### src/rtl/router_dest_reader_if.sv
// FIFO-facing handshake of one router output port plus the captured-byte
// monitor stream. The reader drives through the master modport; the FIFO
// (or a bench model of it) uses the slave modport.
interface router_dest_reader_if;
    logic       vld_out;
    logic       soft_reset;
    logic [7:0] data_out;
    logic       read_enb;
    logic [7:0] rx_data;
    logic       rx_valid;

    modport master (
        input  vld_out,
        input  soft_reset,
        input  data_out,
        output read_enb,
        output rx_data,
        output rx_valid
    );

    modport slave (
        output vld_out,
        output soft_reset,
        output data_out,
        input  read_enb,
        input  rx_data,
        input  rx_valid
    );
endinterface

### src/rtl/router_dest_reader.sv
// Destination-side packet reader for one router output port. Waits a
// programmable delay after the FIFO reports data, reads exactly one packet
// (header, L payload bytes, parity), streams each byte to the monitor, checks
// parity and destination address, and keeps good/error packet counters.
module router_dest_reader #(
    parameter logic [1:0] PORT_ID = 2'd0
) (
    input  logic                 clock,
    input  logic                 reset,
    input  logic                 enable,
    input  logic [5:0]           read_delay,
    router_dest_reader_if.master fifo,
    output logic                 pkt_done,
    output logic                 parity_err,
    output logic                 addr_err,
    output logic                 pkt_abort,
    output logic [5:0]           pkt_len,
    output logic [1:0]           pkt_addr,
    output logic [7:0]           good_count,
    output logic [7:0]           err_count,
    output logic                 busy
);
    localparam int DATA_W = 8;

    localparam logic [2:0] S_IDLE    = 3'd0;
    localparam logic [2:0] S_WAIT    = 3'd1;
    localparam logic [2:0] S_HDR_RD  = 3'd2;
    localparam logic [2:0] S_HDR_CAP = 3'd3;
    localparam logic [2:0] S_BODY    = 3'd4;
    localparam logic [2:0] S_DRAIN   = 3'd5;
    localparam logic [2:0] S_DONE    = 3'd6;

    logic [2:0]        state;
    logic [5:0]        dly_cnt;
    logic [6:0]        rem_cnt;
    logic              read_enb;
    logic              abort;

    // Read-side pipeline: a byte requested in one cycle is on data_out in the next.
    logic              vld_p0;
    logic              hdr_p0;
    logic              last_p0;

    // Capture stage.
    logic [DATA_W-1:0] rx_data_p1;
    logic              vld_p1;
    logic [DATA_W-1:0] xor_p1;
    logic [DATA_W-1:0] par_p1;

    // Error counter never wraps back to a clean-looking value.
    function automatic logic [7:0] sat_inc8(input logic [7:0] v);
        return (v == 8'hFF) ? v : v + 8'd1;
    endfunction

    // A timeout drops the packet in any active state; in DONE the packet completes instead.
    assign abort = fifo.soft_reset && (state != S_IDLE) && (state != S_DONE);

    assign busy          = (state != S_IDLE);
    assign fifo.read_enb = read_enb;
    assign fifo.rx_data  = rx_data_p1;
    assign fifo.rx_valid = vld_p1;

    // Read strobe decoded from the state register; only BODY looks at vld_out.
    always_comb begin
        read_enb = 1'b0;
        case (state)
            S_HDR_RD: read_enb = 1'b1;
            S_BODY:   read_enb = fifo.vld_out;
            default:  read_enb = 1'b0;
        endcase
    end

    // Packet sequencing: delay, header read, bounded body reads, drain, report.
    always_ff @(posedge clock) begin
        if (reset || abort) begin
            state   <= S_IDLE;
            dly_cnt <= '0;
            rem_cnt <= '0;
        end else begin
            case (state)
                S_IDLE: begin
                    if (enable && fifo.vld_out) begin
                        dly_cnt <= read_delay;
                        state   <= S_WAIT;
                    end
                end
                S_WAIT: begin
                    if (dly_cnt == 6'd0) state <= S_HDR_RD;
                    else                 dly_cnt <= dly_cnt - 6'd1;
                end
                S_HDR_RD:  state <= S_HDR_CAP;
                S_HDR_CAP: begin
                    // L payload reads plus the parity read.
                    rem_cnt <= {1'b0, fifo.data_out[7:2]} + 7'd1;
                    state   <= S_BODY;
                end
                S_BODY: begin
                    if (fifo.vld_out) begin
                        rem_cnt <= rem_cnt - 7'd1;
                        if (rem_cnt == 7'd1) state <= S_DRAIN;
                    end
                end
                S_DRAIN: begin
                    if (vld_p0 && last_p0) state <= S_DONE;
                end
                S_DONE:  state <= S_IDLE;
                default: state <= S_IDLE;
            endcase
        end
    end

    // Stage p0: tag each issued read so the returning byte knows its role.
    always_ff @(posedge clock) begin
        if (reset || abort) begin
            vld_p0  <= 1'b0;
            hdr_p0  <= 1'b0;
            last_p0 <= 1'b0;
        end else begin
            vld_p0  <= read_enb;
            hdr_p0  <= (state == S_HDR_RD);
            last_p0 <= (state == S_BODY) && read_enb && (rem_cnt == 7'd1);
        end
    end

    // Stage p1: capture returned bytes, build running parity, latch header fields.
    always_ff @(posedge clock) begin
        if (reset) begin
            rx_data_p1 <= '0;
            vld_p1     <= 1'b0;
            xor_p1     <= '0;
            par_p1     <= '0;
            pkt_len    <= '0;
            pkt_addr   <= '0;
        end else if (abort) begin
            vld_p1 <= 1'b0;
            xor_p1 <= '0;
        end else begin
            vld_p1 <= vld_p0;
            if (vld_p0) rx_data_p1 <= fifo.data_out;
            if (vld_p0 && hdr_p0) begin
                xor_p1   <= fifo.data_out;
                pkt_len  <= fifo.data_out[7:2];
                pkt_addr <= fifo.data_out[1:0];
            end else if (vld_p0 && last_p0) begin
                par_p1 <= fifo.data_out;
            end else if (vld_p0) begin
                xor_p1 <= xor_p1 ^ fifo.data_out;
            end
        end
    end

    // Completion/abort reporting and packet statistics.
    always_ff @(posedge clock) begin
        if (reset) begin
            pkt_done   <= 1'b0;
            pkt_abort  <= 1'b0;
            parity_err <= 1'b0;
            addr_err   <= 1'b0;
            good_count <= '0;
            err_count  <= '0;
        end else begin
            pkt_done  <= (state == S_DONE);
            pkt_abort <= abort;
            if (state == S_DONE) begin
                parity_err <= (par_p1 != xor_p1);
                addr_err   <= (pkt_addr != PORT_ID);
                if ((par_p1 == xor_p1) && (pkt_addr == PORT_ID))
                    good_count <= good_count + 8'd1;
                else
                    err_count <= sat_inc8(err_count);
            end else if (abort) begin
                err_count <= sat_inc8(err_count);
            end
        end
    end
endmodule

### src/flat_wrapper.sv
// flat-port wrapper written by rule: the top's interface ports become plain ports
module router_dest_reader_flat 
#(
    parameter logic [1:0] PORT_ID = 2'd0
)
  (clock, reset, enable, read_delay, pkt_done, parity_err, addr_err, pkt_abort, pkt_len, pkt_addr, good_count, err_count, busy, fifo_vld_out, fifo_soft_reset, fifo_data_out, fifo_read_enb, fifo_rx_data, fifo_rx_valid);
  router_dest_reader_if fifo_i ();
  input  logic clock;
  input  logic reset;
  input  logic enable;
  input  logic [5:0] read_delay;
  output logic pkt_done;
  output logic parity_err;
  output logic addr_err;
  output logic pkt_abort;
  output logic [5:0] pkt_len;
  output logic [1:0] pkt_addr;
  output logic [7:0] good_count;
  output logic [7:0] err_count;
  output logic busy;
  input wire logic [$bits(fifo_i.vld_out)-1:0] fifo_vld_out;
  input wire logic [$bits(fifo_i.soft_reset)-1:0] fifo_soft_reset;
  input wire logic [$bits(fifo_i.data_out)-1:0] fifo_data_out;
  output wire logic [$bits(fifo_i.read_enb)-1:0] fifo_read_enb;
  output wire logic [$bits(fifo_i.rx_data)-1:0] fifo_rx_data;
  output wire logic [$bits(fifo_i.rx_valid)-1:0] fifo_rx_valid;
  assign fifo_i.vld_out = fifo_vld_out;
  assign fifo_i.soft_reset = fifo_soft_reset;
  assign fifo_i.data_out = fifo_data_out;
  assign fifo_read_enb = fifo_i.read_enb;
  assign fifo_rx_data = fifo_i.rx_data;
  assign fifo_rx_valid = fifo_i.rx_valid;
  router_dest_reader #(.PORT_ID(PORT_ID)) u_core (.clock(clock), .reset(reset), .enable(enable), .read_delay(read_delay), .fifo(fifo_i), .pkt_done(pkt_done), .parity_err(parity_err), .addr_err(addr_err), .pkt_abort(pkt_abort), .pkt_len(pkt_len), .pkt_addr(pkt_addr), .good_count(good_count), .err_count(err_count), .busy(busy));
endmodule
### config.mk
export PLATFORM = sky130hd
export DESIGN_NAME = router_dest_reader_flat
export DESIGN_NICKNAME = d
export VERILOG_FILES = /design/src/rtl/router_dest_reader_if.sv /design/src/rtl/router_dest_reader.sv /design/src/flat_wrapper.sv
export SDC_FILE = /design/constraint.sdc
export NUM_CORES = 1
export LEC_CHECK = 0
export ABC_AREA = 1
export BUFFER_PORTS_ARGS = -buffer_cell sky130_fd_sc_hd__buf_2
export CORE_ASPECT_RATIO = 1.75
export CORE_MARGIN = 4
export CORE_UTILIZATION = 63
export CTS_BUF_LIST = sky130_fd_sc_hd__clkbuf_8
export CTS_CLUSTER_SIZE = 12
export DETAILED_ROUTE_END_ITERATION = 6
export MAX_ROUTING_LAYER = met4
export PLACE_DENSITY = 0.95
export SLEW_MARGIN = 25
export SYNTH_ARGS = -nofsm -noshare
export SYNTH_HDL_FRONTEND = slang
export SYNTH_SLANG_ARGS = --single-unit
### constraint.sdc
create_clock -name clock -period 4 [get_ports clock]
set_clock_uncertainty 0.15 [all_clocks]
set_input_delay 0.2 -clock clock [delete_from_list [all_inputs] [get_ports clock]]
set_output_delay 0.2 -clock clock [all_outputs]
set_load 0.02 [all_outputs]
==> implementation parameters, run 1 <==
Parameter                              Value

Status
  Run status    complete, no violations

Setup path
  Flop-to-flop setup slack    1.73 ns
  Worst R2R Path Depth    7
  Arr. time, crit path    2.35 ns
  WP depth    7
  Timing endpoint of the critical path    u_core.dly_cnt[2]$_SDFFE_PP0P_
  Largest stage delay on the critical path    0.54 ns
  Crit path capture type    flip-flop
  Maximum fanout along the worst path    20
  Launch point of the worst path    u_core.state[0]$_SDFFE_PP0P_
  Setup crit start kind    flip-flop
  Standard cell with the maximum stage delay on the critical path    nand2_1
  Largest delay share family, worst path    simple AND/OR/NAND/NOR gates
  Worst reg2reg endpoint    u_core.dly_cnt[2]$_SDFFE_PP0P_
  Critical path buffer and inverter count    2
  Required time worst endpoint    4.08 ns
  List of cells traversed by the critical path    inv_2 > nand3_4 > nand3_2 > nand2_1 > inv_1 > o21ai_0 > a31oi_1
  FF-to-FF Start    u_core.state[0]$_SDFFE_PP0P_
  Critical path class    reg -> reg

Logic synthesis
  Post-Syn Instances    544
  Main area contributors after synthesis    dfxtp_1 39%, nand2_1 13%, nor2_1 7.7%
  Number of different library cells in the post-synthesis netlist    36
  Post-synthesis sequential area ratio    38.6%
  Net count after synthesis    570
  Most area-hungry cell type in the Yosys netlist    dfxtp_1
  Fraction of post-synthesis cell area in the top cell type by area    38.6%
  Combined area of all synthesized cells    3730 um2
  Register bit total from synthesis    72
  Syn_area_per_cell    6.86 um2
  Warnings from Yosys    0

Power
  Total power density per cell area    462 nW/um2
  Worst vdd ir    0.378 mV
  Standby leakage power    0.00197 uW

Worst hold path
  Classification of the worst-slack hold path    in -> reg

Finish
  NumNets Final    632
  # fillers    435
  FF/Latch Area    1440 um2
  Total inserted antenna cells    0
  Post-route insts no fill    687
  Area growth from synthesis to layout    15.8%
  Area of combinational cells with multiple inputs    1940 um2
  Fraction of final layout cells with drive strength greater than 1    15.4%

Clocking
  H-tree lvl count    3
  Root buffer cell    clkbuf_8
  Clk slew on worst S/H paths    0.07 ns
  Maximum buffer depth of the clock tree    2
  Number of buffers created by CTS    9
  Count of clock tree sinks    72
  Worst skew pair latency    0.35 ns
  Post-CTS Setup Inserts    0
  Clock tree from TritonCTS    done

Floorplan
  Initial core utilization    65.8%
  Die height    110 um
  Core Footprint    5680 um2
  Die Span X    66.2 um
  Overall die area    7270 um2
  Count of standard-cell rows    36
  I/O pin total    58

STA
  Relative slew slack    39.6%
  Worst slew pin tran    0.903 ns
  Crit share post-route    56.6%
  Final hold vios    0
  Clock period minus worst slack    2.27 ns
  Highest clock frequency the design can meet    441 MHz
  Unrepaired setup endpoints after global routing    false
  Count of final setup violators    0
  Number of slew-limit violations in the final report    0
  Final sum of negative setup slack    0 ns

Drt
  Count of nets left with antenna violations after detail routing    0
  Routed length per placed instance    13.6 um
  Via count    3803
  Initial DRC count    294
  Detail-routed via count per cell    5.54
  Total wire length after detailed routing    9350 um
  Iteration count of the initial detailed-routing pass    5
  Number of design rule violations left after detail routing    0

Global route
  Global-route usage over all layers    28.9%
  First-pass GRT wire length    15800 um
  Global route overflow    0
  Vias in the first global route    3621
  Initial antenna violation count    0
  Maximum number of pins on one net before global-route repair    34

Place
  DP Cell Count    665
  Final weighted congestion in routability-driven placement    0.830
  DPL Wire Length    6860 um
  Number of buffers added on ports    57

Run
  Max-cap violations    0
## cell usage after synthesis (all sizes together)
master / instances
a211oi: 5
a21oi: 41
a22oi: 1
a31oi: 3
and3: 1
buf: 7
clkbuf: 6
dfxtp: 72
ha: 7
inv: 71
nand2: 132
nand3: 40
nand3b: 5
nand4: 8
nor2: 80
nor3: 6
nor4: 1
o211ai: 3
o21ai: 38
o21bai: 1
o22ai: 1
xnor2: 4
xor2: 11
## flip-flops by register name (all words and copies together) (netlist names), 3 cells and up
name	cells
u_core.pkt_len	6
u_core.xor_p1	8
u_core.fifo.rx_data	8
u_core.err_count	8
u_core.good_count	8
u_core.state	3
u_core.rem_cnt	7
u_core.dly_cnt	6
u_core.par_p1	8
## power breakdown
group          switching (uW)  total, uW  internal [uW]
Combinational             359        533            174
Clock                     270        634            365
Sequential               53.7        827            773
## tightest hold or removal path, cell delays in order
cell	delay, ns
buf_2	0.08
o211ai_1	0.08
a21oi_1	0.12
## per-layer routing
metal,GRT usage [%],routed length (um)
met4,18.3,469
met2,50.5,4930
met1,28.7,3460
met3,5.62,500
met5,-,0
## logic make-up after synthesis
group,count (synthesis),share of synthesized area (%)
compound gates,93,13.3
xor+xnor,15,3.52
fa+ha+maj,7,2.35
flops,72,38.6
buf+inv,84,9.49
simple gates,273,32.8
## what timing repair did
| action | CTS | global route |
|---|---|---|
| hold buffers | 6 | 0 |
| resized for setup | 0 | 0 |
| endpoints found under the hold margin | 6 | 0 |
## final cells by class
cell class,count,share of cell area [%]
repair buffers,64,8.16
flip-flops and latches,72,33.4
multi-input cells,388,44.8
inverters,71,6.34
clock inverters,6,1.94
clock buffers,10,3.18
well taps,76,2.20
## worst min path at each step
stage	from	end	slack [ns]	cells past startpoint
2_1_floorplan	reset	u_core.fifo.rx_data[5]$_SDFFE_PP0P_	0.13	1
3_3_place_gp	read_delay[1]	u_core.dly_cnt[1]$_SDFFE_PP0P_	0.28	3
3_5_place_dp	read_delay[1]	u_core.dly_cnt[1]$_SDFFE_PP0P_	0.30	3
4_1_cts	read_delay[3]	u_core.dly_cnt[3]$_SDFFE_PP0P_	0.01	3
5_1_grt	fifo_data_out[1]	u_core.xor_p1[1]$_SDFFE_PP0P_	0.02	3
6_report	read_delay[3]	u_core.dly_cnt[3]$_SDFFE_PP0P_	0.02	3
## placed cells by master (no fill, tap or decap), types with 2 or more instances in the layout
| master | synthesis | final |
|---|---|---|
| a211oi_1 | 5 | 5 |
| a21oi_1 | 41 | 41 |
| a31oi_1 | 3 | 3 |
| buf_2 | 1 | 57 |
| bufinv_16 | 0 | 2 |
| clkbuf_8 | 0 | 10 |
| clkinvlp_4 | 0 | 2 |
| dfxtp_1 | 72 | 72 |
| dlygate4sd3_1 | 0 | 6 |
| ha_1 | 7 | 7 |
| inv_1 | 65 | 66 |
| inv_2 | 4 | 4 |
| nand2_1 | 125 | 125 |
| nand2_2 | 3 | 3 |
| nand2_4 | 4 | 4 |
| nand3_1 | 36 | 36 |
| nand3_2 | 2 | 2 |
| nand3_4 | 2 | 2 |
| nand3b_1 | 5 | 5 |
| nand4_1 | 8 | 8 |
| nor2_1 | 77 | 77 |
| nor2_2 | 2 | 2 |
| nor3_1 | 5 | 5 |
| o211ai_1 | 3 | 3 |
| o21ai_0 | 37 | 37 |
| xnor2_1 | 4 | 4 |
| xor2_1 | 11 | 11 |
## through the flow
stage	hold slack (ns)	cell area, um2	setup slack [ns]	total power (uW)	utilization, %
2_1_floorplan	0.128	3730	2.36	1230	-
3_3_place_gp	0.284	4040	1.92	1320	71.2
3_5_place_dp	0.302	4040	1.80	1360	71.2
4_1_cts	0.0115	4320	1.79	2000	76.1
5_1_grt	0.0193	4320	1.57	2110	76.1
6_report	0.0190	4320	1.73	1990	76.1
(Power assumes the default switching activity.)
==> run 2: changes to the inputs <==
- CORE_UTILIZATION: 63 -> 59
- PLACE_DENSITY: 0.95 -> 0.9
- clock period: 4 -> 2.15 ns (I/O delays scaled with it)
==> implementation parameters, run 2 (synthesis gave the netlist of run 1 again) <==
Parameter                              Value

Status
  Run status    complete, no violations

STA
  Number of slew-limit violations in the final report    0
  Final hold vios    0
  Crit share post-route    85.6%
  Final sum of negative setup slack    0 ns
  Unrepaired setup endpoints after global routing    false
  Highest clock frequency the design can meet    543 MHz
  Worst slew pin tran    0.895 ns
  Count of final setup violators    0
  Clock period minus worst slack    1.84 ns
  Relative slew slack    40.1%

Setup path
  Critical path buffer and inverter count    1
  FF-to-FF Start    u_core.state[0]$_SDFFE_PP0P_
  Flop-to-flop setup slack    0.32 ns
  Required time worst endpoint    1.89 ns
  Largest delay share family, worst path    simple AND/OR/NAND/NOR gates
  Worst reg2reg endpoint    u_core.err_count[0]$_SDFFE_PP0P_
  Setup crit start kind    flip-flop
  Critical path class    reg -> out
  Dominant cell type by count on the critical path    nand2_1
  List of cells traversed by the critical path    nand2_1 > nor2_4 > nand2_4 > nand2_1 > buf_2
  Arr. time, crit path    1.58 ns
  Maximum fanout along the worst path    9
  Largest stage delay on the critical path    0.48 ns
  Standard cell with the maximum stage delay on the critical path    dfxtp_1
  Crit path capture type    output port
  Worst R2R Path Depth    8

Floorplan
  Core Footprint    6180 um2
  Initial core utilization    60.4%
  Overall die area    7710 um2
  I/O pin total    58
  Die Span X    68.1 um
  Count of standard-cell rows    38
  Die height    113 um

Global route
  GR peak layer    met2
  Global-route usage over all layers    26.6%
  Vias in the first global route    3755
  Maximum number of pins on one net before global-route repair    34
  Initial antenna violation count    0
  Global routing met3 resource utilization    5.86%
  Global route overflow    0
  First-pass GRT wire length    15600 um
  GRT met1 Usage    25.0%
  Met2 track utilization from global routing    48.3%

Finish
  NumNets Final    644
  Total inserted antenna cells    0
  Most common cell after layout, fill and taps aside    nand2_1
  Leading cell types in the layout, fill and taps excluded    125 x nand2_1, 77 x nor2_1, 72 x dfxtp_1
  End-of-flow core utilization    71.5%
  Fraction of final layout cells with drive strength greater than 1    15.2%
  Area growth from synthesis to layout    18.4%

Run
  Max-cap violations    0

Clocking
  Count of clock tree sinks    72
  Clock tree from TritonCTS    done
  Maximum buffer depth of the clock tree    2
  Worst skew pair latency    0.35 ns
  Root buffer cell    clkbuf_8
  # resized after CTS    0
  Number of hold-repair buffers added at the cts stage    17
  H-tree lvl count    3
  Clk slew on worst S/H paths    0.07 ns
  Number of buffers created by CTS    9
  Post-CTS Setup Inserts    0

Place
  Number of buffers added on ports    57
  Final weighted congestion in routability-driven placement    0.859
  DPL Wire Length    6870 um

Power
  Overall power    3600 uW
  Standby leakage power    0.00202 uW
  Worst vdd ir    0.734 mV
  Total power density per cell area    814 nW/um2

Drt
  Via count    3796
  Count of nets left with antenna violations after detail routing    0
  Total wire length after detailed routing    9240 um
  Iteration count of the initial detailed-routing pass    7
  Detail-routed via count per cell    5.40
  Initial DRC count    159
  Number of design rule violations left after detail routing    0
  Routed length per placed instance    13.1 um

Worst hold path
  Classification of the worst-slack hold path    in -> reg
  Critical hold path startpoint    enable
  Instance count along the most critical hold path    6
  Hold worst-path end    u_core.dly_cnt[0]$_SDFFE_PP0P_
==> run 2: where the power goes <==
part	switching, uW	internal (uW)	total [uW]
combinational	664	340	1000
sequential	98.4	1440	1540
clock	497	561	1060
==> run 2: routing by layer <==
metal | part of all wire, % | up-vias
li1 | - | 1894
met3 | 4.7 | 27
met2 | 55 | 121
met5 | 0 | -
met1 | 37 | 1754
met4 | 3.3 | 0
==> run 2: metrics by stage <==
| step | instance area (um2) | hold WS [ns] | std cells | worst slack (ns) |
|---|---|---|---|---|
| 2_1_floorplan | 3730 | 0.0360 | 544 | 0.507 |
| 3_3_place_gp | 4050 | 0.195 | 670 | 0.381 |
| 3_5_place_dp | 4050 | 0.203 | 670 | 0.334 |
| 4_1_cts | 4420 | 0.127 | 703 | 0.300 |
| 5_1_grt | 4420 | 0.225 | 703 | 0.0932 |
| 6_report | 4420 | 0.169 | 703 | 0.309 |
==> run 2: worst max-delay path by stage <==
stage                                           from  depth (start not counted)                               end
finish                  u_core.state[2]$_SDFFE_PP0P_                          5                     fifo_read_enb
global route            u_core.state[0]$_SDFFE_PP0P_                          8  u_core.err_count[0]$_SDFFE_PP0P_
CTS                     u_core.state[2]$_SDFFE_PP0P_                          5                     fifo_read_enb
detailed placement      u_core.state[0]$_SDFFE_PP0P_                          8  u_core.err_count[1]$_SDFFE_PP0P_
global placement        u_core.state[0]$_SDFFE_PP0P_                          8  u_core.err_count[0]$_SDFFE_PP0P_
floorplan           u_core.err_count[0]$_SDFFE_PP0P_                         10  u_core.err_count[1]$_SDFFE_PP0P_
==> run 2: cell type report <==
class / count / area, um2
Inverter: 71 / 274
Multi-Input combinational cell: 388 / 1940
Fill cell: 511 / 1760
Timing Repair Buffer: 76 / 470
Sequential cell: 72 / 1440
Clock buffer: 10 / 138
Tap cell: 80 / 100
Clock inverter: 6 / 60.1
==> run 2: worst reg2reg max path, delay by kind of cell (launching register included) <==
kind                   cells  cell delay [ns]
DFF                        1             0.40
and+or+nand+nor            6             0.96
buffers and inverters      2             0.22
==> run 3: changes to the inputs <==
- ABC_AREA: 1 -> not set
- CORE_MARGIN: 4 -> 2
- PLACE_DENSITY: 0.9 -> 0.91
==> implementation parameters, run 3 <==
Parameter                              Value

STA
  Final sum of negative setup slack    0 ns
  Crit share post-route    96.9%
  Number of slew-limit violations in the final report    0
  Relative slew slack    59.0%
  Worst slew pin tran    0.614 ns
  Highest clock frequency the design can meet    480 MHz
  Clock period minus worst slack    2.08 ns
  Unrepaired setup endpoints after global routing    false
  Final hold vios    0
  Hold WS    0.0156 ns
  Count of final setup violators    0

Global route
  Initial antenna violation count    0
  Vias in the first global route    3418
  Global-route usage over all layers    29.0%
  First-pass GRT wire length    15300 um
  Global route overflow    0
  Maximum number of pins on one net before global-route repair    30

Power
  Combinational share of power    27.4%
  Portion of total power attributed to sequential cells    42.3%
  Switching component of the power    1210 uW
  Switching power as a share of total power    34.0%
  Standby leakage power    0.00198 uW
  Total power density per cell area    813 nW/um2
  Internal power    2360 uW
  Clock network fraction of total power    30.4%
  Worst vdd ir    0.858 mV

Worst hold path
  Hold worst-path end    u_core.good_count[0]$_SDFFE_PP0P_
  Instance count along the most critical hold path    2
  Critical hold path startpoint    reset
  Classification of the worst-slack hold path    in -> reg

Logic synthesis
  Net count after synthesis    464
  Most repeated cell in the gate-level netlist after synthesis    dfxtp_1
  Most common flop cell mapped by yosys    dfxtp_1
  Register bit total from synthesis    72
  Top cell types by occurrence after synthesis    72 x dfxtp_1, 60 x nor2_1, 38 x a21oi_1, 38 x nand2_1, 30 x o21ai_0
  Post-synthesis async set-or-reset flop share    0%
  Post-Syn Instances    438
  Post-synth EDFFs    0
  Main area contributors after synthesis    dfxtp_1 40%, nor2_1 6.2%, a21oi_1 5.2%
  Combined area of all synthesized cells    3640 um2
  Syn_area_per_cell    8.30 um2
  Warnings from Yosys    0
  Post-synthesis sequential area ratio    39.6%
  Number of different library cells in the post-synthesis netlist    58
  Fraction of post-synthesis cell area in the top cell type by area    39.6%
  Most area-hungry cell type in the Yosys netlist    dfxtp_1

Finish
  Total inserted antenna cells    0
  Area growth from synthesis to layout    20.8%
  # fillers    424
  Post-route insts no fill    594
  Most common cell after layout, fill and taps aside    dfxtp_1
  NumNets Final    537
  Leading cell types in the layout, fill and taps excluded    70 x dfxtp_1, 60 x nor2_1, 57 x buf_2
  Fraction of final layout cells with drive strength greater than 1    23.3%

Place
  Number of buffers added on ports    57
  DP Cell Count    562
  Final weighted congestion in routability-driven placement    0.958
  DPL Wire Length    6090 um

Clocking
  Root buffer cell    clkbuf_8
  H-tree lvl count    3
  Clock tree from TritonCTS    done
  Count of clock tree sinks    72
  Clk slew on worst S/H paths    0.08 ns
  Number of buffers created by CTS    9
  Maximum buffer depth of the clock tree    2
  Worst skew pair latency    0.37 ns

Setup path
  Worst R2R Path Depth    8
  Crit path capture type    flip-flop
  Flop-to-flop setup slack    0.07 ns
  Critical path class    reg -> reg
  Worst reg2reg endpoint    u_core.dly_cnt[0]$_SDFFE_PP0P_
  Required time worst endpoint    2.25 ns
  Maximum fanout along the worst path    5
  Arr. time, crit path    2.18 ns
  Setup crit start kind    flip-flop
  FF-to-FF Start    u_core.dly_cnt[1]$_SDFFE_PP0P_

Floorplan
  Die height    108 um
  Overall die area    6830 um2
  I/O pin total    58
  Count of standard-cell rows    37
  Initial core utilization    61.4%
  Die Span X    63.4 um
  Core Footprint    5930 um2

Drt
  Number of design rule violations left after detail routing    0
  Total wire length after detailed routing    9390 um
  Via count    3563
  Detail-routed via count per cell    6.00
  Routed length per placed instance    15.8 um
  Count of nets left with antenna violations after detail routing    0
  Iteration count of the initial detailed-routing pass    6
  Initial DRC count    378

Status
  Run status    complete, no violations

Run
  Max-cap violations    0
-- run 3: cell count changes after synthesis, sizes merged, moves of 8 or more --
cell	previous run	this run
nor2	80	60
nor2b	0	10
nand3	40	19
clkbuf	6	17
mux2i	0	19
nand2	132	38
inv	71	11
a22oi	1	9
-- run 3: cell type report --
type                       count  area, um2  share of cell area (%)
inverter                      11       41.3                   0.940
clock buffer                   9        124                    2.82
clock inverter                 7       72.6                    1.65
sequential                    72       1440                    32.9
multi-input combinational    325       2030                    46.3
tap                           78       97.6                    2.22
timing repair buffer          92        581                    13.2
-- run 3: how the worst max path moves through the flow --
stage / from / end / depth (start not counted)
2_1_floorplan: u_core.dly_cnt[1]$_SDFFE_PP0P_ / u_core.dly_cnt[3]$_SDFFE_PP0P_ / 8
3_3_place_gp: u_core.dly_cnt[1]$_SDFFE_PP0P_ / u_core.dly_cnt[0]$_SDFFE_PP0P_ / 8
3_5_place_dp: u_core.dly_cnt[1]$_SDFFE_PP0P_ / u_core.dly_cnt[0]$_SDFFE_PP0P_ / 8
4_1_cts: u_core.dly_cnt[1]$_SDFFE_PP0P_ / u_core.dly_cnt[0]$_SDFFE_PP0P_ / 8
5_1_grt: u_core.dly_cnt[1]$_SDFFE_PP0P_ / u_core.dly_cnt[0]$_SDFFE_PP0P_ / 8
6_report: u_core.dly_cnt[1]$_SDFFE_PP0P_ / u_core.dly_cnt[0]$_SDFFE_PP0P_ / 8
-- run 3: power by group through the flow --
stage          combinational, uW  clock, uW  sequential, uW
6_report                     978       1080            1510
5_1_grt                     1060       1160            1520
4_1_cts                      947       1090            1500
3_5_place_dp                 884          0            1530
3_3_place_gp                 834          0            1520
2_1_floorplan                661          0            1510
-- run 3: cell families (layout without fill, tap and decap cells) --
group | after synthesis | after routing | synth area share [%]
adder cells (fa/ha/maj) | 7 | 7 | 2.41
AND/OR/NAND/NOR | 175 | 175 | 24.3
multiplexers | 25 | 25 | 7.40
buffers and inverters | 41 | 119 | 5.23
flip-flops | 72 | 72 | 39.6
XOR/XNOR | 14 | 14 | 3.37
AO/OA/AOI/OAI | 104 | 104 | 17.7
-- run 3: per-layer routing --
layer  GRT usage, %  part of all wire [%]
met1           28.8                    38
met5              -                     0
met3           7.11                   4.6
met4           16.5                   4.1
met2           50.9                    53
-- run 3: repair_timing --
item,in CTS,in global routing
hold buffers,13,0
buffers inserted,3,0
hold endpoints to repair,37,0
pin swaps,0,1
resized for setup,0,8
gates cloned,0,0
endpoints found under the setup margin,1,12
-- run 3: worst max-delay path: stages (launching register included) --
cell and delay (ns):
dfxtp_2 0.34, inv_2 0.08, ha_1 0.13, or4b_1 0.45, o21a_1 0.19, o21ai_1 0.14, buf_4 0.16, a21oi_1 0.05
o221a_2 0.28
-- run 3: metrics by stage --
stage	cell area [um2]	setup slack, ns	utilization, %	power [uW]
after floorplan	3640	0.229	-	2180
final	4390	0.0668	74.1	3570
after global placement	4010	0.116	67.7	2350
after global routing	4390	0.00172	74.1	3740
after CTS	4360	0.0275	73.6	3530
after detailed placement	4010	-0.00908	67.7	2410
